--- src/rtl/kbd_event_queue.sv ---
// PS/2 keyboard receiver, scan-code decoder (E0/F0 prefixes) and event FIFO.
// Optional typematic repeat suppression is enabled by defining KBD_REPEAT_FILTER_EN.
module kbd_event_queue #(
  parameter int FIFO_DEPTH     = 8,
  parameter int TIMEOUT_CYCLES = 50000
) (
  input  logic                        clk,
  input  logic                        reset,
  input  logic                        ps2_clk,
  input  logic                        ps2_data,
  input  logic                        en,
  output logic                        ev_valid,
  input  logic                        ev_ready,
  output logic [7:0]                  ev_code,
  output logic                        ev_ext,
  output logic                        ev_brk,
  output logic [31:0]                 cur_key,
  output logic [$clog2(FIFO_DEPTH):0] fifo_count,
  output logic                        overflow,
  input  logic                        ovf_clr,
  output logic                        parity_err
);

  localparam int AW = $clog2(FIFO_DEPTH);
  localparam int CW = AW + 1;
  localparam int TW = $clog2(TIMEOUT_CYCLES + 1);

  localparam logic [7:0] CODE_EXT = 8'hE0;
  localparam logic [7:0] CODE_BRK = 8'hF0;

  typedef enum logic [1:0] {
    S_IDLE,
    S_EXT,
    S_BRK,
    S_EXT_BRK
  } dec_state_t;

  typedef struct packed {
    logic       ext;
    logic       brk;
    logic [7:0] code;
  } kbd_event_t;

  // ---------------------------------------------------------------------------
  // Input synchronisers and falling-edge detect
  // ---------------------------------------------------------------------------
  logic [1:0] clk_sync;
  logic [1:0] data_sync;
  logic       clk_prev;
  logic       ps2_fall;
  logic       rx_bit;

  // NOTE: sequential state uses non-blocking (<=) so every flop samples the
  // pre-edge value of its neighbours, exactly like the hardware.
  always_ff @(posedge clk) begin
    if (reset) begin
      clk_sync  <= 2'b11;
      data_sync <= 2'b11;
      clk_prev  <= 1'b1;
    end else begin
      clk_sync  <= {clk_sync[0], ps2_clk};
      data_sync <= {data_sync[0], ps2_data};
      clk_prev  <= clk_sync[1];
    end
  end

  assign ps2_fall = clk_prev & ~clk_sync[1];
  assign rx_bit   = data_sync[1];

  // ---------------------------------------------------------------------------
  // Frame receiver: start, 8 data LSB first, odd parity, stop
  // ---------------------------------------------------------------------------
  logic [3:0]    bit_cnt;
  logic [9:0]    shreg;
  logic [TW-1:0] idle_cnt;
  logic [10:0]   frame;
  logic          frame_ok;
  logic          byte_valid;
  logic [7:0]    byte_data;

  // Ten bits are already shifted in when the stop bit arrives on rx_bit.
  assign frame    = {rx_bit, shreg};
  assign frame_ok = ~frame[0] & frame[10] & (^frame[9:1]);

  always_ff @(posedge clk) begin
    if (reset) begin
      bit_cnt    <= '0;
      shreg      <= '0;
      idle_cnt   <= '0;
      byte_valid <= 1'b0;
      byte_data  <= '0;
      parity_err <= 1'b0;
    end else begin
      byte_valid <= 1'b0;
      parity_err <= 1'b0;
      if (ps2_fall) begin
        idle_cnt <= '0;
        shreg    <= {rx_bit, shreg[9:1]};
        if (bit_cnt == 4'd10) begin
          bit_cnt <= '0;
          if (frame_ok) begin
            byte_valid <= 1'b1;
            byte_data  <= frame[8:1];
          end else begin
            parity_err <= 1'b1;
          end
        end else begin
          bit_cnt <= bit_cnt + 4'd1;
        end
      end else if (bit_cnt != 4'd0) begin
        // A stalled partial frame is silently abandoned.
        if (idle_cnt == TW'(TIMEOUT_CYCLES - 1)) begin
          bit_cnt  <= '0;
          idle_cnt <= '0;
        end else begin
          idle_cnt <= idle_cnt + TW'(1);
        end
      end else begin
        idle_cnt <= '0;
      end
    end
  end

  // ---------------------------------------------------------------------------
  // Scan-code decoder FSM
  // ---------------------------------------------------------------------------
  dec_state_t state, state_nx;
  logic       is_prefix;
  logic       emit_raw;
  logic       ext_flag;
  logic       brk_flag;
  logic       suppress;
  logic       emit;

  assign is_prefix = ((byte_data == CODE_EXT) && (state == S_IDLE)) ||
                     ((byte_data == CODE_BRK) && ((state == S_IDLE) || (state == S_EXT)));

  always_ff @(posedge clk) begin
    if (reset) state <= S_IDLE;
    else       state <= state_nx;
  end

  // NOTE: every always_comb output gets a default first so no path can
  // leave it unassigned and infer a latch.
  always_comb begin
    state_nx = state;
    if (byte_valid) begin
      if (!is_prefix)                                     state_nx = S_IDLE;
      else if (byte_data == CODE_EXT)                     state_nx = S_EXT;
      else if (state == S_IDLE)                           state_nx = S_BRK;
      else                                                state_nx = S_EXT_BRK;
    end
  end

  always_comb begin
    emit_raw = byte_valid & ~is_prefix;
    ext_flag = (state == S_EXT) || (state == S_EXT_BRK);
    brk_flag = (state == S_BRK) || (state == S_EXT_BRK);
  end

`ifdef KBD_REPEAT_FILTER_EN
  // Tracks the last queued make so typematic repeats of it can be dropped.
  logic       rpt_valid;
  logic [8:0] rpt_key;

  assign suppress = emit_raw & ~brk_flag & rpt_valid & (rpt_key == {ext_flag, byte_data});

  always_ff @(posedge clk) begin
    if (reset) begin
      rpt_valid <= 1'b0;
      rpt_key   <= '0;
    end else if (emit_raw) begin
      if (brk_flag) begin
        if (rpt_key == {ext_flag, byte_data}) rpt_valid <= 1'b0;
      end else if (en && !suppress) begin
        rpt_valid <= 1'b1;
        rpt_key   <= {ext_flag, byte_data};
      end
    end
  end
`else
  assign suppress = 1'b0;
`endif

  assign emit = emit_raw & ~suppress;

  // ---------------------------------------------------------------------------
  // Event register: cur_key and the queue write both land one cycle later
  // ---------------------------------------------------------------------------
  logic       ev_push;
  kbd_event_t ev_word;
  logic [31:0] key_packed;

  always_comb begin
    key_packed = {24'h0, byte_data};
    case ({ext_flag, brk_flag})
      2'b01:   key_packed = {16'h0, CODE_BRK, byte_data};
      2'b10:   key_packed = {16'h0, CODE_EXT, byte_data};
      2'b11:   key_packed = {8'h0, CODE_EXT, CODE_BRK, byte_data};
      default: key_packed = {24'h0, byte_data};
    endcase
  end

  always_ff @(posedge clk) begin
    if (reset) begin
      ev_push <= 1'b0;
      ev_word <= '0;
      cur_key <= '0;
    end else begin
      ev_push <= emit & en;
      if (emit) begin
        ev_word <= {ext_flag, brk_flag, byte_data};
        cur_key <= key_packed;
      end
    end
  end

  // ---------------------------------------------------------------------------
  // Event FIFO
  // ---------------------------------------------------------------------------
  kbd_event_t     mem [FIFO_DEPTH];
  kbd_event_t     head;
  logic [AW-1:0]  wr_ptr;
  logic [AW-1:0]  rd_ptr;
  logic [CW-1:0]  count;
  logic           full;
  logic           do_push;
  logic           do_pop;

  // Full is judged on the pre-pop occupancy, so a push into a full queue
  // is dropped even when a pop happens in the same cycle.
  assign full    = (count == CW'(FIFO_DEPTH));
  assign do_push = ev_push & ~full;
  assign do_pop  = ev_valid & ev_ready;

  // NOTE: the storage array has no reset; only pointers and count define
  // validity, which keeps the array a plain RAM.
  always_ff @(posedge clk) begin
    if (do_push) mem[wr_ptr] <= ev_word;
  end

  always_ff @(posedge clk) begin
    if (reset) begin
      wr_ptr <= '0;
      rd_ptr <= '0;
      count  <= '0;
    end else begin
      if (do_push) wr_ptr <= wr_ptr + AW'(1);
      if (do_pop)  rd_ptr <= rd_ptr + AW'(1);
      case ({do_push, do_pop})
        2'b10:   count <= count + CW'(1);
        2'b01:   count <= count - CW'(1);
        default: count <= count;
      endcase
    end
  end

  always_ff @(posedge clk) begin
    if (reset)                overflow <= 1'b0;
    else if (ev_push && full) overflow <= 1'b1;
    else if (ovf_clr)         overflow <= 1'b0;
  end

  assign head       = mem[rd_ptr];
  assign ev_valid   = (count != '0);
  assign ev_code    = head.code;
  assign ev_ext     = head.ext;
  assign ev_brk     = head.brk;
  assign fifo_count = count;

endmodule

--- config.mk ---
export PLATFORM = sky130hd
export DESIGN_NAME = kbd_event_queue
export DESIGN_NICKNAME = d
export VERILOG_FILES = /design/src/rtl/kbd_event_queue.sv
export SDC_FILE = /design/constraint.sdc
export NUM_CORES = 1
export LEC_CHECK = 0
export CORE_MARGIN = 2
export CORE_UTILIZATION = 52
export DETAILED_ROUTE_END_ITERATION = 10
export PLACE_DENSITY = 0.72
export SETUP_SLACK_MARGIN = 0.4
export SLEW_MARGIN = 30
export SYNTH_ARGS = -nofsm -noshare
export SYNTH_HDL_FRONTEND = slang
export SYNTH_SLANG_ARGS = --single-unit
export TNS_END_PERCENT = 20
--- constraint.sdc ---
create_clock -name clk -period 2.4 [get_ports clk]
set_input_delay 0.36 -clock clk [delete_from_list [all_inputs] [get_ports clk]]
set_output_delay 0.36 -clock clk [all_outputs]
set_load 0.05 [all_outputs]
== Yosys cells after proc, flatten, opt, wreduce, memory -nomap -nowiden ==
Memories as Yosys holds them, arrays and structs flattened. A register that Yosys moved wholly into a read port is not among the register bits.
Cells that the tools add are included.

* Memories: 1
* RAM bits: 80
* Logic and storage cells: 89
* Bits of input ports: 7
* Flip-flop bits (word level): 101
* Output and inout bits: 49
* Bits in latches: 0
* Memory bits (read-only): 0

* Add/subtract/negate cells: 6
* Shift-type cells: 0
* Bitwise logic cells: 14
* Multipliers: 0
* $lt $le $gt $ge: 0
* Multiplexer cells: 17
* Reduce and logical (&&, ||, !) cells: 19
* Divide/modulo/power cells: 0
* Equal/unequal tests: 13

{| class="wikitable"
|+ Memories
! memory !! depth !! width !! rd ports !! clocked after memory_dff !! write ports !! line !! source
|-
| mem || 8 || 10 || 1 || 1 || 1 || 221 || <nowiki>kbd_event_t mem [FIFO_DEPTH];</nowiki>
|}

{| class="wikitable"
|+ Operators with widths
! operator !! count
|-
| $pmux W24 S3 || 1
|-
| $add A16 B1 Y16 const B || 1
|-
| $eq A16 B16 Y1 const B || 1
|-
| $eq A8 B8 Y1 const B || 2
|-
| $mux W4 || 4
|-
| $eq A2 B2 Y1 const B || 5
|-
| $reduce_xor A9 Y1 || 1
|-
| $add A4 B1 Y4 const B || 2
|-
| $eq A4 B4 Y1 const B || 2
|-
| $pmux W4 S2 || 1
|-
| $reduce_bool A2 Y1 || 4
|-
| $reduce_bool A4 Y1 || 2
|-
| $and A1 B1 Y1 || 7
|-
| $mux W1 || 7
|-
| $not A1 Y1 || 7
|-
| $add A3 B1 Y3 const B || 2
|-
| $eq A2 B1 Y1 const B || 3
|-
| $mux W3 || 2
|-
| $logic_or A1 B1 Y1 || 4
|-
| $mux W2 || 2
|-
| $reduce_or A4 Y1 || 1
|-
| $sub A4 B1 Y4 const B || 1
|-
| $logic_and A1 B1 Y1 || 3
|-
| $reduce_and A3 Y1 || 1
|-
| other kinds (3) || 3
|}

== Logic depth before layout (Yosys ltp) ==
* Depth after elaboration: 7
* Depth in mapped cells: 11
* Mapped depth without buffers: 11

== Worst setup path after synthesis ==
OpenSTA, ideal clock, no wires.

* Path type: reg2reg
* Start point: reg count[1], in the netlist fifo_count[1]
* End point: mem mem[0][0] (netlist name) (enable)
* Stages on the path, launching flop included: 5
* Path buffers: 0
* Slack: -0.550 ns
* Period minus slack after synthesis: 2.950 ns
* Setup time: 0.404 ns
* Arrival time: 2.547 ns
* Required time: 1.996 ns
* Path through: dfxtp_1 -> nor3_1 -> a21boi_0 -> inv_1 -> nor4_1

* Longest elaborated chain between the ends: 5

{| class="wikitable"
|+ RTL lines
! what !! line !! source
|-
| from (decl) || 225 || <nowiki>logic [CW-1:0] count;</nowiki>
|-
| from (signal assigned) || 251 || <nowiki>2'b10: count <= count + CW'(1);</nowiki>
|-
| from (signal assigned) || 252 || <nowiki>2'b01: count <= count - CW'(1);</nowiki>
|-
| from (signal assigned) || 253 || <nowiki>default: count <= count;</nowiki>
|-
| $eq A4 B4 Y1 || 232 || <nowiki>assign full = (count == CW'(FIFO_DEPTH));</nowiki>
|-
| $not A1 Y1 || 233 || <nowiki>assign do_push = ev_push & ~full;</nowiki>
|-
| $and A1 B1 Y1 || 233 ||
|-
| $mux W1 || 239 || <nowiki>if (do_push) mem[wr_ptr] <= ev_word;</nowiki>
|-
| $mux W1 (not written as such) || 239 ||
|-
| to (decl) || 221 ||
|}

Every way passes these cells.

==> run_results.csv <==
group,metric,value,unit
status,status,"finished clean",
finish,multiInputGateArea,0.00224,sq mm
yosys,synth.area.mux_share,9.22,%
die,die-height,114,um
power_and_ir_drop,leakage,2.60,nW
yosys,postSynthCellCount,503,
yosys,yosysUniqueCellTypes,47,
placed_design,dp_hpwl,7020,um
sta,finalMaxSlewViolations,0,
setup_path,criticalPathCategory,"reg -> out",
clocking,clk_latency,0.42,ns
clocking,cts_max_level,4,
hold_path,hp-class,"in -> reg",
power_and_ir_drop,combinationalPowerShare,2.1,%
yosys,synth-simple-area-share,12.5,%
die,ios,56,
yosys,yosysWarnings,0,
routing,vias,3733,
yosys,synth_top_family_by_area,"simple AND/OR/NAND/NOR gates",
die,rows,40,
routing,drt_iter0_markers,199,
power_and_ir_drop,p_sw,1.14,mW
power_and_ir_drop,power_frac_clock,47.7,%
clocking,clockBufferDepth,2,
power_and_ir_drop,seq_power_share,50.1,%
power_and_ir_drop,total_power,5.51,mW
sta,fmax,0.425,GHz
yosys,ys_seq_area_share,61.7,%
sta,relSlewSlack,56.3,%
grt,overflow,0,
yosys,synth_enable_flop_cells,80,
setup_path,crit_path_end_kind,"output pin",
clocking,tritoncts,"yes",
placed_design,place_area,0.00682,sq mm
sta,final.setup_skew,0.0102,ns
yosys,synth_compound_area_share,5.46,%
routing,wl,11200,um
power_and_ir_drop,internal-power,4.37,mW
sta,setup_viol,0,
yosys,ys_ff_latch,155,
routing,viasPerCell,5.28,
sta,fin_crit_sh,98.0,%
die,core-area,0.0120,sq mm
finish,seq_area,0.00392,sq mm
routing,ant_nets,0,
setup_path,critPathLaunchType,"flop",
routing,dr.pass1.iters,4,
grt,grt_pass1_vias,3669,
clocking,cts-root-buf,"clkbuf_16",
die,dieArea,0.0131,sq mm
grt,grt_max_degree,58,
setup_path,arrival,1.99,ns
grt,grtUsageTotal,18.6,%
finish,antenna_cells,0,
finish,area_growth_syn_to_layout,19.5,%
die,start_util,52.9,%
power_and_ir_drop,switching_share,20.7,%
yosys,synth-xor-area-share,4.37,%
clocking,numCtsBuffers,17,
hold_path,holdPathStages,3,
power_and_ir_drop,irDropWorstVdd,0.459,mV
yosys,syn_area,0.00632,sq mm
yosys,synth_fa_ha_area_share,1.78,%
power_and_ir_drop,power-per-cell-area,729,mW/mm^2
finish,fin_nets,563,
setup_path,reg2reg_depth,12,
sta,rsz0062_at_grt,"true",
placed_design,place_congestion,0.779,
finish,fill_cells,906,
finish,drive_above_1_share,20.9,%
die,dieWidth,114,um
sta,period_needed,2.35,ns
yosys,synth_ff_type,"edfxtp_1",
sta,worstMarginPinSlew,0.655,ns
run,cap_violations,0,
clocking,clk_pin_slew,0.06,ns
yosys,async_flop_share,0,%
sta,hold_violations,0,
clocking,clock-sinks,155,
yosys,syn_area_per_cell,12.6,sq um
setup_path,crit_fanout,5,
grt,grt_pass1_wl,18200,um
finish,postLayoutCellArea,0.00756,sq mm
grt,antenna_found_initial,0,
routing,drc,0,
routing,wl_per_cell,15.8,um
placed_design,port_buffers,38,
setup_path,cp.required,2.04,ns
[through the flow]
step                std cells  setup TNS [ns]  hold slack [ns]  worst slack, ns  util, %
finish                    707               0            0.336           0.0469     63.2
global placement          671               0            0.402            0.196     57.0
detailed placement        671               0            0.401           0.0928     57.0
floorplan                 519               0            0.389            0.267        -
global route              707         -0.0133            0.334          -0.0120     63.2
CTS                       704               0            0.324           0.0271     62.2
[power groups by stage]
stage,clock [mW],sequential (mW),combinational (mW)
after floorplan,0,2.82,0.118
after detailed placement,0,2.82,0.118
final,2.63,2.76,0.118
after CTS,2.69,2.76,0.118
after global routing,2.81,2.76,0.127
after global placement,0,2.82,0.116
[synth_stat cells (11+ instances only)]
library cell	instances	area share (%)
xor2_1	18	2.5
buf_4	30	3.6
edfxtp_1	80	38
a21oi_1	40	3.2
xnor2_1	11	1.5
dfxtp_1	75	24
mux4_2	20	7.1
nand3_1	12	0.95
nor2_1	36	2.1
o21ai_0	13	1.0
clkbuf_1	13	0.77
nand2_1	58	3.4
[registers in the layout, summed over array words and instances, names as in the netlist, 2 cells and up, named ones only]
signal	flops
mem	80
idle_cnt	16
shreg	10
ev_word	9
byte_data	8
bit_cnt	4
cur_key	4
fifo_count	4
rd_ptr	3
wr_ptr	3
clk_sync	2
data_sync	2
state	2
[per-layer routing]
layer  up-vias  routed length [um]  global-route usage (%)
li1       1849                   -                       -
met1      1807                4740                    21.8
met3        10                 424                    5.19
met2        67                5850                    32.6
met5         -                   0                       0
met4         0                 150                    6.91
[worst max-delay path, cell delays in order, from the launching register on]
cell and delay (ns):
dfxtp_4 0.44, clkbuf_16 0.18, mux4_2 0.50, mux2_2 0.29
buf_6 0.15
[layout by cell type, fill, tap and decap left out, drive strengths merged, types with 3 or more instances in the layout]
| cell | count |
|---|---|
| clkinv | 6 |
| nor2 | 36 |
| nor2b | 5 |
| dfxtp | 75 |
| buf | 27 |
| nand2 | 58 |
| nand3 | 12 |
| nand4 | 9 |
| nor3b | 3 |
| xor2 | 18 |
| nor3 | 7 |
| or2 | 5 |
| clkbuf | 21 |
| mux4 | 20 |
| edfxtp | 80 |
| inv | 8 |
| o21ai | 14 |
| and3 | 6 |
| conb | 17 |
| clkdlybuf4s50 | 27 |
| a21oi | 40 |
| xnor2 | 11 |
| mux2 | 10 |
| ha | 9 |
| nand2b | 6 |
[final timing paths]
path                            slack, ns     startpoint       endpoint
worst max-delay path                 0.05           flop         ev_brk
worst min-delay path                 0.34          reset    idle_cnt[1]
worst max register to register       0.19  fifo_count[0]  fifo_count[2]
worst min register to register       0.41   data_sync[0]   data_sync[1]
[area by class of cell]
class / instances / share of cell area [%]
Inverter: 5 / 0.248
Multi-Input combinational cell: 312 / 29.7
Clock buffer: 19 / 5.99
Clock inverter: 13 / 1.87
Sequential cell: 155 / 51.9
Timing Repair Buffer: 56 / 7.91
Tap cell: 147 / 2.43
[repair_timing]
item                                   CTS  global route
buffers inserted                         0             1
hold buffers                             0             0
setup endpoints to repair               43            53
resized for setup                        3            16
cloned                                   1             2
pin swaps                                0             1
endpoints found under the hold margin    0             0
[logic make-up after synthesis]
| group | Yosys count |
|---|---|
| flip-flops | 155 |
| multiplexers | 32 |
| AO/OA/AOI/OAI | 63 |
| AND/OR/NAND/NOR | 161 |
| other | 1 |
| buffers and inverters | 52 |
| adder cells (fa/ha/maj) | 9 |
| XOR/XNOR | 30 |
No activity file was read; power rests on OpenSTA's default activity.
